--- src/rtl/dmem_readout.sv ---
// -----------------------------------------------------------------------------
// dmem_readout
//
// Sequential data-memory readout engine. A start command captures a first
// word address and a word count. The engine then reads that run of words
// through a synchronous-read memory port (data returns one cycle after the
// strobe) and streams them out over a valid/ready interface. The final beat
// is marked, and an additive 32-bit checksum of every word sent is reported.
//
// Ports
//   clk, rst     system clock; synchronous active-high reset
//   start        transfer request, only honoured in IDLE
//   start_addr   first word address (captured with start)
//   word_count   number of words to read (captured with start), 0 is legal
//   abort        synchronous flush back to IDLE, suppresses done
//   busy         transfer in progress (RUN state)
//   done         one-cycle pulse after the final beat has been accepted
//   checksum     sum mod 2^32 of the words sent, held after done
//   mem_rd_en    memory read strobe
//   mem_addr     memory word address
//   mem_rdata    memory read data, valid one cycle after mem_rd_en
//   out_valid    stream beat valid
//   out_ready    stream sink ready
//   out_data     beat payload
//   out_last     final beat marker
//   out_index    0-based beat index
// -----------------------------------------------------------------------------
module dmem_readout #(
  parameter int ADDR_W = 8
) (
  input  logic              clk,
  input  logic              rst,
  input  logic              start,
  input  logic [ADDR_W-1:0] start_addr,
  input  logic [ADDR_W:0]   word_count,
  input  logic              abort,
  output logic              busy,
  output logic              done,
  output logic [31:0]       checksum,
  output logic              mem_rd_en,
  output logic [ADDR_W-1:0] mem_addr,
  input  logic [31:0]       mem_rdata,
  output logic              out_valid,
  input  logic              out_ready,
  output logic [31:0]       out_data,
  output logic              out_last,
  output logic [ADDR_W:0]   out_index
);

  typedef enum logic [1:0] {
    S_IDLE,
    S_RUN,
    S_DONE
  } state_t;

  state_t state_q, state_d;

  // Transfer bookkeeping
  logic [ADDR_W:0]   count_q;     // words requested
  logic [ADDR_W:0]   issued_q;    // reads issued so far
  logic [ADDR_W:0]   sent_q;      // beats popped so far == index of FIFO head
  logic [ADDR_W-1:0] addr_q;      // next read address
  logic              inflight_q;  // a read was issued last cycle; data is on mem_rdata now
  logic [31:0]       sum_q;

  // Two-entry FIFO holding returned words until the sink accepts them
  logic [31:0] fifo_mem [2];
  logic        rd_ptr_q;
  logic        wr_ptr_q;
  logic [1:0]  fifo_cnt_q;

  logic        accept;
  logic        push;
  logic        pop;
  logic        last_pop;
  logic        reads_left;
  logic        head_last;
  logic [2:0]  occupancy;
  logic        issue;

  // ---------------------------------------------------------------------------
  // Datapath control
  // ---------------------------------------------------------------------------
  assign out_valid  = (fifo_cnt_q != 2'd0);
  assign pop        = out_valid & out_ready;
  assign push       = inflight_q;
  assign reads_left = (issued_q != count_q);
  assign head_last  = (sent_q == count_q - 1'b1);
  assign last_pop   = pop & head_last;

  // start and abort in the same IDLE cycle: abort wins.
  assign accept     = (state_q == S_IDLE) & start & ~abort;

  // Words buffered plus the word on its way back; a read is only issued when
  // the FIFO is guaranteed to have room for its data next cycle, counting a
  // slot freed by a pop happening this cycle.
  assign occupancy  = {1'b0, fifo_cnt_q} + {2'b00, inflight_q};
  assign issue      = (state_q == S_RUN) & reads_left & ~abort & ~rst &
                      (occupancy < (3'd2 + {2'b00, pop}));

  // ---------------------------------------------------------------------------
  // Next-state logic
  // ---------------------------------------------------------------------------
  always_comb begin
    // NOTE: every signal assigned in always_comb gets a default first so no
    // path leaves it unassigned, which would otherwise infer a latch.
    state_d = state_q;
    unique case (state_q)
      S_IDLE: begin
        if (accept) begin
          state_d = (word_count == '0) ? S_DONE : S_RUN;
        end
      end
      S_RUN: begin
        if (abort) begin
          state_d = S_IDLE;
        end else if (last_pop) begin
          state_d = S_DONE;
        end
      end
      S_DONE: begin
        state_d = S_IDLE;
      end
      default: begin
        state_d = S_IDLE;
      end
    endcase
  end

  // ---------------------------------------------------------------------------
  // Outputs
  // ---------------------------------------------------------------------------
  assign busy      = (state_q == S_RUN);
  assign done      = (state_q == S_DONE) & ~abort;
  assign mem_rd_en = issue;
  assign mem_addr  = addr_q;
  assign checksum  = sum_q;

  // Beat fields are masked while the FIFO is empty so the stream reads as
  // zero after reset or a flush, whatever stale words sit in storage.
  assign out_data  = out_valid ? fifo_mem[rd_ptr_q] : 32'h0;
  assign out_last  = out_valid & head_last;
  assign out_index = out_valid ? sent_q : '0;

  // ---------------------------------------------------------------------------
  // State and control registers
  // ---------------------------------------------------------------------------
  always_ff @(posedge clk) begin
    // NOTE: sequential state uses non-blocking assignments so every register
    // samples the pre-edge values, independent of statement order.
    if (rst) begin
      state_q    <= S_IDLE;
      count_q    <= '0;
      issued_q   <= '0;
      sent_q     <= '0;
      addr_q     <= '0;
      inflight_q <= 1'b0;
      sum_q      <= 32'h0;
      rd_ptr_q   <= 1'b0;
      wr_ptr_q   <= 1'b0;
      fifo_cnt_q <= 2'd0;
    end else begin
      state_q    <= state_d;
      inflight_q <= issue;

      if (accept) begin
        count_q  <= word_count;
        addr_q   <= start_addr;
        issued_q <= '0;
        sent_q   <= '0;
        sum_q    <= 32'h0;
      end

      // Address wraps naturally modulo 2^ADDR_W.
      if (issue) begin
        addr_q   <= addr_q + 1'b1;
        issued_q <= issued_q + 1'b1;
      end

      if (pop) begin
        sum_q  <= sum_q + out_data;
        sent_q <= sent_q + 1'b1;
      end

      if (abort) begin
        // Flush buffered words; a word returning this cycle is dropped too.
        rd_ptr_q   <= 1'b0;
        wr_ptr_q   <= 1'b0;
        fifo_cnt_q <= 2'd0;
      end else begin
        if (push) begin
          wr_ptr_q <= ~wr_ptr_q;
        end
        if (pop) begin
          rd_ptr_q <= ~rd_ptr_q;
        end
        unique case ({push, pop})
          2'b10:   fifo_cnt_q <= fifo_cnt_q + 2'd1;
          2'b01:   fifo_cnt_q <= fifo_cnt_q - 2'd1;
          default: fifo_cnt_q <= fifo_cnt_q;
        endcase
      end
    end
  end

  // FIFO storage
  always_ff @(posedge clk) begin
    // NOTE: storage is not reset; occupancy is tracked by fifo_cnt_q and the
    // outputs are masked when empty, so stale contents are never observed.
    if (push && !abort) begin
      fifo_mem[wr_ptr_q] <= mem_rdata;
    end
  end

endmodule

--- config.mk ---
export PLATFORM = sky130hd
export DESIGN_NAME = dmem_readout
export DESIGN_NICKNAME = d
export VERILOG_FILES = /design/src/rtl/dmem_readout.sv
export SDC_FILE = /design/constraint.sdc
export NUM_CORES = 1
export LEC_CHECK = 0
export ABC_AREA = 1
export ABC_CLOCK_PERIOD_IN_PS = 4630
export CAP_MARGIN = 20
export CORE_MARGIN = 3
export CORE_UTILIZATION = 54
export DETAILED_ROUTE_END_ITERATION = 8
export GPL_ROUTABILITY_DRIVEN = 0
export PLACE_DENSITY_LB_ADDON = 0.05
export SLEW_MARGIN = 15
export SYNTH_ARGS = -nofsm -noshare
export SYNTH_HDL_FRONTEND = slang
export SYNTH_SLANG_ARGS = --single-unit
--- constraint.sdc ---
create_clock -name clk -period 4.63 [get_ports clk]
set_clock_uncertainty 0.2 [all_clocks]
set_input_delay 0.926 -clock clk [delete_from_list [all_inputs] [get_ports clk]]
set_output_delay 0.926 -clock clk [all_outputs]
set_load 0.02 [all_outputs]
==> summary.txt <==
Status
  – Status: complete, no violations

GRT
  – Met2 Resource Use GR: roughly 40%
  – Largest net degree at the start of global routing: 55
  – Initial antenna violation count: 0
  – Met1 global-route usage: 36.2%
  – Number of global-route vias before repair: 7,281
  – All-layer global routing usage: 25.8%
  – Global route total overflow: 0
  – Top Usage Layer GRT: met2
  – First-pass GRT wire length: 36,200 microns
  – Met3 GRT Util: 7.31%

Routing
  – Drt drc: 0
  – Drt first pass iters: 6
  – Initial DRC count: 738
  – Via count: 7,951
  – Wire per inst: approximately 14 microns
  – DR vias/cell: slightly above 5
  – DRT Wirelength: 22,100 microns
  – ANT nets after route: 0

Cells and area
  – Final core occ: 69.5%
  – Commonest non-fill, non-tap cell in the layout: nand2_1
  – Area delta synth->final: 25.3%
  – Final nets: 1,427
  – Multi-input gate area: 0.00423 sq mm
  – Most frequent cells in the layout: nand2_1, inv_1, clkdlybuf4s50_1
  – Fillers: 1,356
  – Storage element area: 0.00342 sq mm
  – Fraction of layout cells with a size suffix above 1: 5.64%
  – Antenna diodes: 0

CTS
  – Post-CTS Setup Repair Bufs: 0
  – Hold Buf Count CTS: 0
  – H-Tree Depth: 4
  – Root buffer cell: clkbuf_16
  – Clock Tree Buf Depth: 2
  – CTS tree: built
  – CTS resizes: 0
  – Clock sink count: 139
  – Total CTS buffers: 17
  – CTS clk-pin slew, worst paths: 0.06 ns
  – Clock latency at the later pin of the worst-skew pair: approximately 0.43 ns

Critical path
  – Buf+Inv Stages, Crit Path: 3
  – Worst path depth: 7
  – Critical path startpoint category: input pin
  – Crit-path leading delay family: buffers and inverters
  – WP data required: 3.50 ns
  – CP Class: input pin to output pin
  – Crit path cell chain: clkdlybuf4s50_1 -> nor2_4 -> nand2_2 -> nor3_4 -> nand2_4 -> inv_4 -> clkdlybuf4s50_1
  – Worst Reg-to-Reg Cells: 17
  – Critical-path maximum fanout: 28
  – CP max stage delay: 0.63 ns
  – Max stage delay cell, worst path: clkdlybuf4s50_1
  – CP endpoint kind: output pin
  – Most used cell, CP: clkdlybuf4s50_1
  – CP arrival: 3.06 ns

Placement
  – I/O Buffers: 139
  – HPWL after detailed placement: about 16,000 microns

Synth
  – Sequential share of the synthesized area: slightly above 40%
  – Async SR Flop Fraction: 0%
  – Synth area leaders: edfxtp_1, dfxtp_1, nand2_1
  – Netlist cell types: 41
  – Syn Area/Cell: 7.05 sq um
  – Area fraction of the dominant cell type after synthesis: 22.7%
  – Top FF cell, synth: dfxtp_1
  – Cells after Synth: 1,201
  – EDFF count, synth: 64
  – Flops & latches, synth: 139
  – Post-Synthesis Net Count: about 1,300
  – Post-Syn Area: 0.00847 sq mm
  – Synth area leader: edfxtp_1
  – Yosys warns: 0

Die
  – Row cnt: 45
  – Initial core utilization: 55.5%
  – Placeable core region: 0.0153 sq mm
  – Die X-Extent: ~130 microns
  – Die ar.: 0.0172 sq mm
  – I/O pins: 140
  – Die Y: 131 microns

Timing
  – RSZ-0062 raised after global routing: no
  – Fin. max-slew vios: 0
  – Tmin final: roughly 4.2 ns
  – Setup TNS Final: 0 ns
  – Hold Fails Final Rpt: 0
  – Fmax: 239 MHz
  – Endpoints failing setup: 0
  – Worst Max-Slew Pin Slew: 0.659 ns
  – Slew HR: 56.1%
  – Period utilization: 90.4%

Power
  – Gate power share: a little under 7%
  – Power per cell area: between 200 and 300 mW/mm^2
  – Switch share: 23.7%
  – Cell-internal power: 2.19 mW
  – Sequential Power Share: 45.8%
  – Leak: 4.71 nW
  – NetSw: between 600 and 700 uW
  – Clock share of power: 47.3%
  – Peak VDD IR: 229 uV

Hold path
  – HP Class: flip-flop to flip-flop
  – Hold Path Depth: 1

Job
  – Number of max-cap violations: 0
==> synthesized netlist by cell type (9+ instances only) <==
| library cell | number |
|---|---|
| nand3_1 | 79 |
| buf_2 | 9 |
| inv_1 | 169 |
| nor2_1 | 102 |
| clkbuf_1 | 20 |
| edfxtp_1 | 64 |
| dfxtp_1 | 75 |
| nand2_1 | 379 |
| xor2_1 | 12 |
| o21ai_0 | 41 |
| a21oi_1 | 120 |
| ha_1 | 38 |
| nand4_1 | 11 |
==> kinds of logic (layout without fill, tap and decap cells) <==
family                   count (synthesis)  in the layout  share of synthesized area [%]
adder cells (fa/ha/maj)                 39             39                           5.85
AND/OR/NAND/NOR                        608            608                           30.1
AO/OA/AOI/OAI                          188            188                           11.9
XOR/XNOR                                19             19                           1.97
flip-flops                             139            139                           40.4
buffers and inverters                  208            354                           9.75
==> layout make-up <==
type                       instances  share of cell area, %
multi-input combinational        854                   39.9
sequential                       139                   32.3
tap                              211                   2.49
clock inverter                    15                   1.54
clock buffer                      17                   4.01
timing repair buffer             147                   13.6
inverter                         175                   6.21
==> metal layers <==
metal | share of wire [%] | wire (microns) | vias up
met1 | 48 | 10600 | 3560
met3 | 7.2 | 1580 | 26
li1 | - | - | 4135
met2 | 44 | 9620 | 230
met5 | 0 | 0 | -
met4 | 1.5 | 337 | 0
==> stage by stage <==
stage / total power [mW] / hold slack, ns / worst slack, ns / cell area (sq um) / std cells
final: 2.87 / 0.262 / 0.446 / 10600 / 1558
after global routing: 2.97 / 0.289 / 0.314 / 10600 / 1558
after CTS: 2.88 / 0.263 / 0.454 / 10600 / 1558
after detailed placement: 1.54 / 0.251 / 0.462 / 10000 / 1526
after global placement: 1.53 / 0.245 / 0.498 / 10000 / 1526
after floorplan: 1.45 / 0.225 / 0.763 / 8470 / 1201
==> flip-flops by register name (all words and copies together) (netlist names), named ones only <==
register and flops:
issued_q 9, sent_q 9, state_q 2, wr_ptr_q 1, fifo_cnt_q 2, mem_addr 8, fifo_mem 64, inflight_q 1
rd_ptr_q 1, checksum 32, count_q 9
==> final timing paths <==
check                                                start                        end  slack [ns]
worst min register to register       rd_ptr_q$_SDFFE_PP0P_      rd_ptr_q$_SDFFE_PP0P_        0.26
worst min-delay path                 rd_ptr_q$_SDFFE_PP0P_      rd_ptr_q$_SDFFE_PP0P_        0.26
worst max-delay path                                 abort                  mem_rd_en        0.45
worst max register to register  fifo_cnt_q[0]$_SDFFE_PP0P_  checksum[28]$_SDFFE_PP0P_        1.32
==> power groups by stage <==
stage | registers [mW] | logic [mW] | clock network (mW)
detailed placement | 1.34 | 0.198 | 0
floorplan | 1.34 | 0.108 | 0
global route | 1.31 | 0.221 | 1.44
CTS | 1.31 | 0.199 | 1.37
global placement | 1.34 | 0.195 | 0
finish | 1.31 | 0.198 | 1.36
(Power assumes the default switching activity.)
